--- src/rtl/alu_rr_sched_if.sv ---
// Request/grant/result bundle between two clients (master) and the shared ALU sequencer (slave).
// Counter signals are present only when ALU_STATS_EN is defined.
interface alu_rr_sched_if #(
   parameter int unsigned WIDTH = 8
);
   logic               req0;
   logic [WIDTH-1:0]   a0;
   logic [WIDTH-1:0]   b0;
   logic [2:0]         sel0;
   logic               req1;
   logic [WIDTH-1:0]   a1;
   logic [WIDTH-1:0]   b1;
   logic [2:0]         sel1;
   logic               gnt0;
   logic               gnt1;
   logic               busy;
   logic               done;
   logic               done_id;
   logic [2*WIDTH-1:0] y;
   logic               err;
`ifdef ALU_STATS_EN
   logic [15:0]        ops_cnt0;
   logic [15:0]        ops_cnt1;
   logic [15:0]        err_cnt;

   modport master (
      output req0, a0, b0, sel0, req1, a1, b1, sel1,
      input  gnt0, gnt1, busy, done, done_id, y, err, ops_cnt0, ops_cnt1, err_cnt
   );
   modport slave (
      input  req0, a0, b0, sel0, req1, a1, b1, sel1,
      output gnt0, gnt1, busy, done, done_id, y, err, ops_cnt0, ops_cnt1, err_cnt
   );
`else
   modport master (
      output req0, a0, b0, sel0, req1, a1, b1, sel1,
      input  gnt0, gnt1, busy, done, done_id, y, err
   );
   modport slave (
      input  req0, a0, b0, sel0, req1, a1, b1, sel1,
      output gnt0, gnt1, busy, done, done_id, y, err
   );
`endif
endinterface

--- src/rtl/alu_rr_sched.sv ---
// Two-client round-robin scheduler sharing one iterative ALU (ADD/SUB 1 cycle, MUL/DIV WIDTH cycles).
// Optional per-client op counters and error counter under ALU_STATS_EN.
module alu_rr_sched #(
   parameter int unsigned WIDTH = 8
) (
   input logic           clk,
   input logic           rst,
   alu_rr_sched_if.slave bus
);
   localparam int unsigned RW = 2 * WIDTH;
   localparam int unsigned CW = (WIDTH > 1) ? $clog2(WIDTH) : 1;
   localparam logic [2:0]  OP_ADD = 3'b000;
   localparam logic [2:0]  OP_SUB = 3'b001;
   localparam logic [2:0]  OP_MUL = 3'b010;
   localparam logic [2:0]  OP_DIV = 3'b011;

   typedef enum logic [1:0] {IDLE, EXEC, MUL, DIV} state_t;

   state_t           state_q;
   logic             last_q;
   logic [CW-1:0]    cnt_q;
   logic [2:0]       op_q;
   logic [WIDTH-1:0] a_q, b_q, sh_q, rem_q;
   logic [RW-1:0]    mcand_q, prod_q;
   logic             divz_q;
   logic             gnt0_q, gnt1_q, busy_q, done_q, done_id_q, err_q;
   logic [RW-1:0]    y_q;

   logic             win;
   logic [WIDTH-1:0] a_w, b_w;
   logic [2:0]       sel_w;
   logic [RW-1:0]    prod_d, exec_y;
   logic             exec_err;
   logic [WIDTH:0]   trial;
   logic             qbit;
   logic [WIDTH-1:0] rem_d, quo_d;
   logic             last_step;

   // Arbitration: a lone request wins; on a tie the requester not served last wins.
   always_comb begin
      win = ~last_q;
      if (bus.req0 && !bus.req1) win = 1'b0;
      else if (bus.req1 && !bus.req0) win = 1'b1;
      a_w   = win ? bus.a1   : bus.a0;
      b_w   = win ? bus.b1   : bus.b0;
      sel_w = win ? bus.sel1 : bus.sel0;
   end

   // One shift-add step, one restoring-division step, and the single-cycle ops.
   always_comb begin
      prod_d    = sh_q[0] ? prod_q + mcand_q : prod_q;
      trial     = {rem_q, sh_q[WIDTH-1]};
      qbit      = (trial >= {1'b0, b_q});
      rem_d     = qbit ? WIDTH'(trial - {1'b0, b_q}) : trial[WIDTH-1:0];
      quo_d     = WIDTH'({sh_q, qbit});
      last_step = (cnt_q == CW'(WIDTH - 1));
      exec_y    = '0;
      exec_err  = 1'b0;
      case (op_q)
         OP_ADD:  exec_y = RW'(a_q) + RW'(b_q);
         OP_SUB:  exec_y = RW'(a_q) - RW'(b_q);
         default: exec_err = 1'b1;
      endcase
   end

   always_ff @(posedge clk or posedge rst) begin
      if (rst) begin
         state_q   <= IDLE;
         last_q    <= 1'b1;
         cnt_q     <= '0;
         op_q      <= '0;
         a_q       <= '0;
         b_q       <= '0;
         sh_q      <= '0;
         rem_q     <= '0;
         mcand_q   <= '0;
         prod_q    <= '0;
         divz_q    <= 1'b0;
         gnt0_q    <= 1'b0;
         gnt1_q    <= 1'b0;
         busy_q    <= 1'b0;
         done_q    <= 1'b0;
         done_id_q <= 1'b0;
         err_q     <= 1'b0;
         y_q       <= '0;
      end else begin
         gnt0_q <= 1'b0;
         gnt1_q <= 1'b0;
         done_q <= 1'b0;
         case (state_q)
            IDLE: begin
               if (bus.req0 || bus.req1) begin
                  last_q  <= win;
                  gnt0_q  <= ~win;
                  gnt1_q  <= win;
                  busy_q  <= 1'b1;
                  op_q    <= sel_w;
                  a_q     <= a_w;
                  b_q     <= b_w;
                  cnt_q   <= '0;
                  mcand_q <= RW'(a_w);
                  prod_q  <= '0;
                  rem_q   <= '0;
                  sh_q    <= (sel_w == OP_MUL) ? b_w : a_w;
                  divz_q  <= (b_w == '0);
                  state_q <= (sel_w == OP_MUL) ? MUL : (sel_w == OP_DIV) ? DIV : EXEC;
               end
            end
            EXEC: begin
               y_q       <= exec_y;
               err_q     <= exec_err;
               done_q    <= 1'b1;
               done_id_q <= last_q;
               busy_q    <= 1'b0;
               state_q   <= IDLE;
            end
            MUL: begin
               prod_q  <= prod_d;
               mcand_q <= mcand_q << 1;
               sh_q    <= sh_q >> 1;
               cnt_q   <= cnt_q + CW'(1);
               if (last_step) begin
                  y_q       <= prod_d;
                  err_q     <= 1'b0;
                  done_q    <= 1'b1;
                  done_id_q <= last_q;
                  busy_q    <= 1'b0;
                  state_q   <= IDLE;
               end
            end
            DIV: begin
               rem_q <= rem_d;
               sh_q  <= quo_d;
               cnt_q <= cnt_q + CW'(1);
               if (last_step) begin
                  y_q       <= divz_q ? '1 : {rem_d, quo_d};
                  err_q     <= divz_q;
                  done_q    <= 1'b1;
                  done_id_q <= last_q;
                  busy_q    <= 1'b0;
                  state_q   <= IDLE;
               end
            end
            default: state_q <= IDLE;
         endcase
      end
   end

   assign bus.gnt0    = gnt0_q;
   assign bus.gnt1    = gnt1_q;
   assign bus.busy    = busy_q;
   assign bus.done    = done_q;
   assign bus.done_id = done_id_q;
   assign bus.y       = y_q;
   assign bus.err     = err_q;

`ifdef ALU_STATS_EN
   logic [15:0] ops0_q, ops1_q, errc_q;

   // Saturating counters advance once per done pulse.
   always_ff @(posedge clk or posedge rst) begin
      if (rst) begin
         ops0_q <= '0;
         ops1_q <= '0;
         errc_q <= '0;
      end else if (done_q) begin
         if (!done_id_q && ops0_q != 16'hFFFF) ops0_q <= ops0_q + 16'd1;
         if (done_id_q && ops1_q != 16'hFFFF)  ops1_q <= ops1_q + 16'd1;
         if (err_q && errc_q != 16'hFFFF)      errc_q <= errc_q + 16'd1;
      end
   end

   assign bus.ops_cnt0 = ops0_q;
   assign bus.ops_cnt1 = ops1_q;
   assign bus.err_cnt  = errc_q;
`endif
endmodule

--- src/flat_wrapper.sv ---
// flat-port wrapper written by rule: the top's interface ports become plain ports
module alu_rr_sched_flat 
#(
   parameter int unsigned WIDTH = 8
)
  (clk, rst, bus_req0, bus_a0, bus_b0, bus_sel0, bus_req1, bus_a1, bus_b1, bus_sel1, bus_gnt0, bus_gnt1, bus_busy, bus_done, bus_done_id, bus_y, bus_err);
  alu_rr_sched_if #(.WIDTH(WIDTH)) bus_i ();
  input logic clk;
  input logic rst;
  input wire logic [$bits(bus_i.req0)-1:0] bus_req0;
  input wire logic [$bits(bus_i.a0)-1:0] bus_a0;
  input wire logic [$bits(bus_i.b0)-1:0] bus_b0;
  input wire logic [$bits(bus_i.sel0)-1:0] bus_sel0;
  input wire logic [$bits(bus_i.req1)-1:0] bus_req1;
  input wire logic [$bits(bus_i.a1)-1:0] bus_a1;
  input wire logic [$bits(bus_i.b1)-1:0] bus_b1;
  input wire logic [$bits(bus_i.sel1)-1:0] bus_sel1;
  output wire logic [$bits(bus_i.gnt0)-1:0] bus_gnt0;
  output wire logic [$bits(bus_i.gnt1)-1:0] bus_gnt1;
  output wire logic [$bits(bus_i.busy)-1:0] bus_busy;
  output wire logic [$bits(bus_i.done)-1:0] bus_done;
  output wire logic [$bits(bus_i.done_id)-1:0] bus_done_id;
  output wire logic [$bits(bus_i.y)-1:0] bus_y;
  output wire logic [$bits(bus_i.err)-1:0] bus_err;
  assign bus_i.req0 = bus_req0;
  assign bus_i.a0 = bus_a0;
  assign bus_i.b0 = bus_b0;
  assign bus_i.sel0 = bus_sel0;
  assign bus_i.req1 = bus_req1;
  assign bus_i.a1 = bus_a1;
  assign bus_i.b1 = bus_b1;
  assign bus_i.sel1 = bus_sel1;
  assign bus_gnt0 = bus_i.gnt0;
  assign bus_gnt1 = bus_i.gnt1;
  assign bus_busy = bus_i.busy;
  assign bus_done = bus_i.done;
  assign bus_done_id = bus_i.done_id;
  assign bus_y = bus_i.y;
  assign bus_err = bus_i.err;
  alu_rr_sched #(.WIDTH(WIDTH)) u_core (.clk(clk), .rst(rst), .bus(bus_i));
endmodule
--- config.mk ---
export PLATFORM = sky130hd
export DESIGN_NAME = alu_rr_sched_flat
export DESIGN_NICKNAME = d
export VERILOG_FILES = /design/src/rtl/alu_rr_sched_if.sv /design/src/rtl/alu_rr_sched.sv /design/src/flat_wrapper.sv
export SDC_FILE = /design/constraint.sdc
export NUM_CORES = 1
export LEC_CHECK = 0
export ABC_CLOCK_PERIOD_IN_PS = 2800
export BUFFER_PORTS_ARGS = -buffer_cell sky130_fd_sc_hd__buf_2
export CAP_MARGIN = 30
export CORE_ASPECT_RATIO = 2
export CORE_MARGIN = 3
export CORE_UTILIZATION = 40
export CTS_BUF_LIST = sky130_fd_sc_hd__clkbuf_4
export DETAILED_ROUTE_END_ITERATION = 10
export PLACE_DENSITY_LB_ADDON = 0.3
export SKIP_CTS_REPAIR_TIMING = 1
export SYNTH_ARGS = -nofsm -noshare
export SYNTH_HDL_FRONTEND = slang
export SYNTH_SLANG_ARGS = --single-unit
--- constraint.sdc ---
create_clock -name clk -period 2.8 [get_ports clk]
set_input_delay 0.42 -clock clk [delete_from_list [all_inputs] [get_ports clk]]
set_output_delay 0.42 -clock clk [all_outputs]
set_load 0.02 [all_outputs]
==> results.json <==
{
  "outcome": "finished, final reports clean",
  "syn-num-nets": 755,
  "coreArea_sq_um": 15000,
  "place_ws_ns": 0.185,
  "drtAntennaViolNets": 0,
  "syn-cell-area_sq_um": 6180,
  "setup_violations": 0,
  "slew_violations": 0,
  "port_buffers": 63,
  "initial_core_util_pct": 41.3,
  "total_power_mw": 8.46,
  "start_kind": "flip-flop",
  "rr_worst_depth": 10,
  "ys_warn_count": 0,
  "slowest_stage": "dfrtp_1",
  "synth_top_area_cell": "dfrtp_1",
  "slew_headroom_pct": 58.1,
  "io_pins": 64,
  "avgSynthCellArea_sq_um": 9.25,
  "synth_top_area_share_pct": 38.5,
  "path_class": "flip-flop to flip-flop",
  "fin_tns_setup_ns": 0,
  "placed_area_sq_um": 6770,
  "area_delta_synth_final_pct": 12.1,
  "p_leak_nw": 3.38,
  "hold_viol_final": 0,
  "synthMostInstantiatedCell": "dfrtp_1",
  "setup_ws_ns": 0.184,
  "rr_startpoint": "u_core.mcand_q[0]",
  "comb_power_share_pct": 59.9,
  "critPathMaxFanout": 3,
  "wirelength_mm": 18.0,
  "antenna_found_initial": 1,
  "wl_per_cell_um": 19.4,
  "track_usage_pct": 21.9,
  "overflow": 0,
  "rsz0062_at_grt": "false",
  "ys_types": 60,
  "grt_max_degree": 97,
  "drtIter0Drc": 240,
  "synth_top_cells_by_count": "95 x dfrtp_1, 75 x nor2_1, 52 x nand2_1, 48 x a21oi_1, 41 x ha_1",
  "reg2reg_slack_ns": 0.18,
  "h-tree-depth": 3,
  "ys_top_cells_by_area": "dfrtp_1 38%, ha_1 8.3%, mux2i_1 5.2%",
  "max_freq_mhz": 382,
  "cts.path.max_buffers": 2,
  "nNetsFinal": 816,
  "slowest_delay_ns": 0.42,
  "design_area_sq_um": 6930,
  "critPathRequiredTime_ns": 3.18,
  "die_h_um": 182,
  "cp.arrival_ns": 2.99,
  "ys_seq_area_share_pct": 38.9,
  "crit_path_frequent_cell": "a21oi_1",
  "finalCriticalPeriod_ns": 2.62,
  "die_x_um": 93.9,
  "cts.sinks": 96,
  "p_int_mw": 4.35,
  "gp_routability_congestion": 0.920,
  "peakVddDrop_mv": 0.576,
  "syn_inst": 668,
  "drive_gt1_share_pct": 16.1,
  "path_cells": "ha_1 -> inv_1 -> fa_1 -> nand2b_1 -> a21oi_1 -> o211ai_1 -> a21boi_1 -> mux2i_1 -> a21oi_1 -> o32a_1",
  "swShare_pct": 48.6,
  "clockRootBuffer": "clkbuf_4",
  "synth_ff_type": "dfrtp_1",
  "via_per_inst": 5.82,
  "ys_ff_latch": 96,
  "firstDrtPassIters": 5,
  "period_share_pct": 93.4,
  "grt_pass1_vias": 5562,
  "synthArstFlopShare_pct": 100,
  "max_slew.worst_pin.slew_ns": 0.621,
  "cts_tree": "built",
  "rows": 63,
  "die_area_sq_um": 17100,
  "power.share.clock_pct": 9.8,
  "min_path_type": "primary input to asynchronous set/reset pin",
  "hpwlAfterDp_mm": 14.2,
  "clock_latency_ns": 0.48,
  "drv_cap": 0,
  "finClkSkew_ns": 0.0182,
  "numCtsBuffers": 9,
  "vias": 5411,
  "p_switching_mw": 4.11,
  "synth_edf_count": 0,
  "clkTransAtPathRegs_ns": 0.17,
  "drc": 0,
  "p_per_area_nw_per_um2": 1220,
  "grt_first_pass_wirelength_mm": 29.0,
  "worstReg2RegEnd": "u_core.bus.y[12]",
  "p_seq_share_pct": 30.3,
  "end_kind": "flip-flop"
}
## per-layer routing
metal	GRT usage (%)	vias to the layer above	share of wire (%)
li1	-	2550	-
met4	13.9	0	6.5
met1	23.4	2621	36
met5	0	-	0
met2	39.6	185	53
met3	2.28	55	3.9
## power groups by stage
| stage | clock network, mW | logic (mW) | registers (mW) |
|---|---|---|---|
| after floorplan | 0 | 3.53 | 2.55 |
| after global placement | 0 | 4.93 | 2.56 |
| after detailed placement | 0 | 5.02 | 2.59 |
| after CTS | 0.849 | 5.04 | 2.55 |
| after global routing | 0.887 | 5.59 | 2.64 |
| final | 0.829 | 5.07 | 2.56 |
## through the flow
| step | hold slack (ns) | std cells | utilization [%] |
|---|---|---|---|
| after floorplan | 0.439 | 668 | - |
| after global routing | 0.103 | 930 | 46.3 |
| after detailed placement | 0.457 | 913 | 45.2 |
| after CTS | 0.0689 | 929 | 46.2 |
| final | 0.0431 | 930 | 46.3 |
| after global placement | 0.462 | 913 | 45.2 |
## critical path: cells and delay by family, from the launching register on
kind	cells	cell delay (ns)
AO/OA/AOI/OAI	5	1.03
adder cells (fa/ha/maj)	2	0.58
AND/OR/NAND/NOR	1	0.20
buffers and inverters	1	0.06
flip-flops	1	0.42
multiplexers	1	0.22
## cell usage in the layout, fill, tap and decap left out, drive strengths merged, types with 8 or more instances in the layout
| master | Yosys | routed |
|---|---|---|
| a21o | 29 | 29 |
| inv | 31 | 33 |
| nand3 | 9 | 9 |
| ha | 41 | 41 |
| o21ai | 38 | 38 |
| buf | 2 | 80 |
| a21oi | 48 | 48 |
| dfrtp | 95 | 95 |
| a31oi | 14 | 14 |
| a22o | 15 | 15 |
| nand2b | 8 | 8 |
| o22ai | 8 | 8 |
| mux2i | 33 | 33 |
| nand2 | 52 | 52 |
| nor2 | 75 | 75 |
| a221oi | 8 | 8 |
| xnor2 | 19 | 19 |
| mux2 | 9 | 9 |
| nor3 | 12 | 12 |
| a221o | 8 | 8 |
| clkbuf | 28 | 9 |
| nor2b | 10 | 10 |
## worst max path at each step
stage	startpoint	end	slack, ns	depth (start not counted)
floorplan	u_core.prod_q[0]	u_core.bus.y[12]	0.44	10
finish	u_core.mcand_q[0]	u_core.bus.y[12]	0.18	10
detailed placement	u_core.mcand_q[0]	u_core.bus.y[12]	0.18	10
CTS	u_core.mcand_q[0]	u_core.bus.y[12]	0.13	10
global placement	u_core.sh_q[7]	u_core.bus.y[14]	0.26	11
global route	u_core.mcand_q[0]	u_core.bus.y[12]	0.04	10
## logic make-up (layout without fill, tap and decap cells)
| group | Yosys count | in the layout | share of synthesized area, % |
|---|---|---|---|
| AO/OA/AOI/OAI | 207 | 207 | 22.7 |
| AND/OR/NAND/NOR | 193 | 193 | 14.3 |
| flip-flops | 96 | 96 | 38.9 |
| buffers and inverters | 62 | 128 | 3.91 |
| adder cells (fa/ha/maj) | 46 | 46 | 9.78 |
| multiplexers | 42 | 42 | 7.25 |
| XOR/XNOR | 22 | 22 | 3.12 |
| other | 0 | 1 | 0 |
## area by class of cell
class	count	area [sq um]
Antenna cell	1	2.50
Clock buffer	9	67.6
Clock inverter	7	85.1
Fill cell	1470	8050
Inverter	32	124
Multi-Input combinational cell	510	3550
Sequential cell	96	2400
Tap cell	195	244
Timing Repair Buffer	80	455
## state kept, by name, indices dropped and copies added, names as in the netlist
register,count
u_core.last_q,1
u_core.cnt_q,3
u_core.state_q,2
u_core.b_q,8
u_core.a_q,8
u_core.bus.y,16
u_core.sh_q,8
u_core.prod_q,16
u_core.bus.gnt0,1
u_core.bus.done,1
u_core.divz_q,1
u_core.bus.done_id,1
u_core.op_q,3
u_core.bus.busy,1
u_core.mcand_q,16
u_core.bus.err,1
u_core.rem_q,8
u_core.bus.gnt1,1
(Power assumes the default switching activity.)
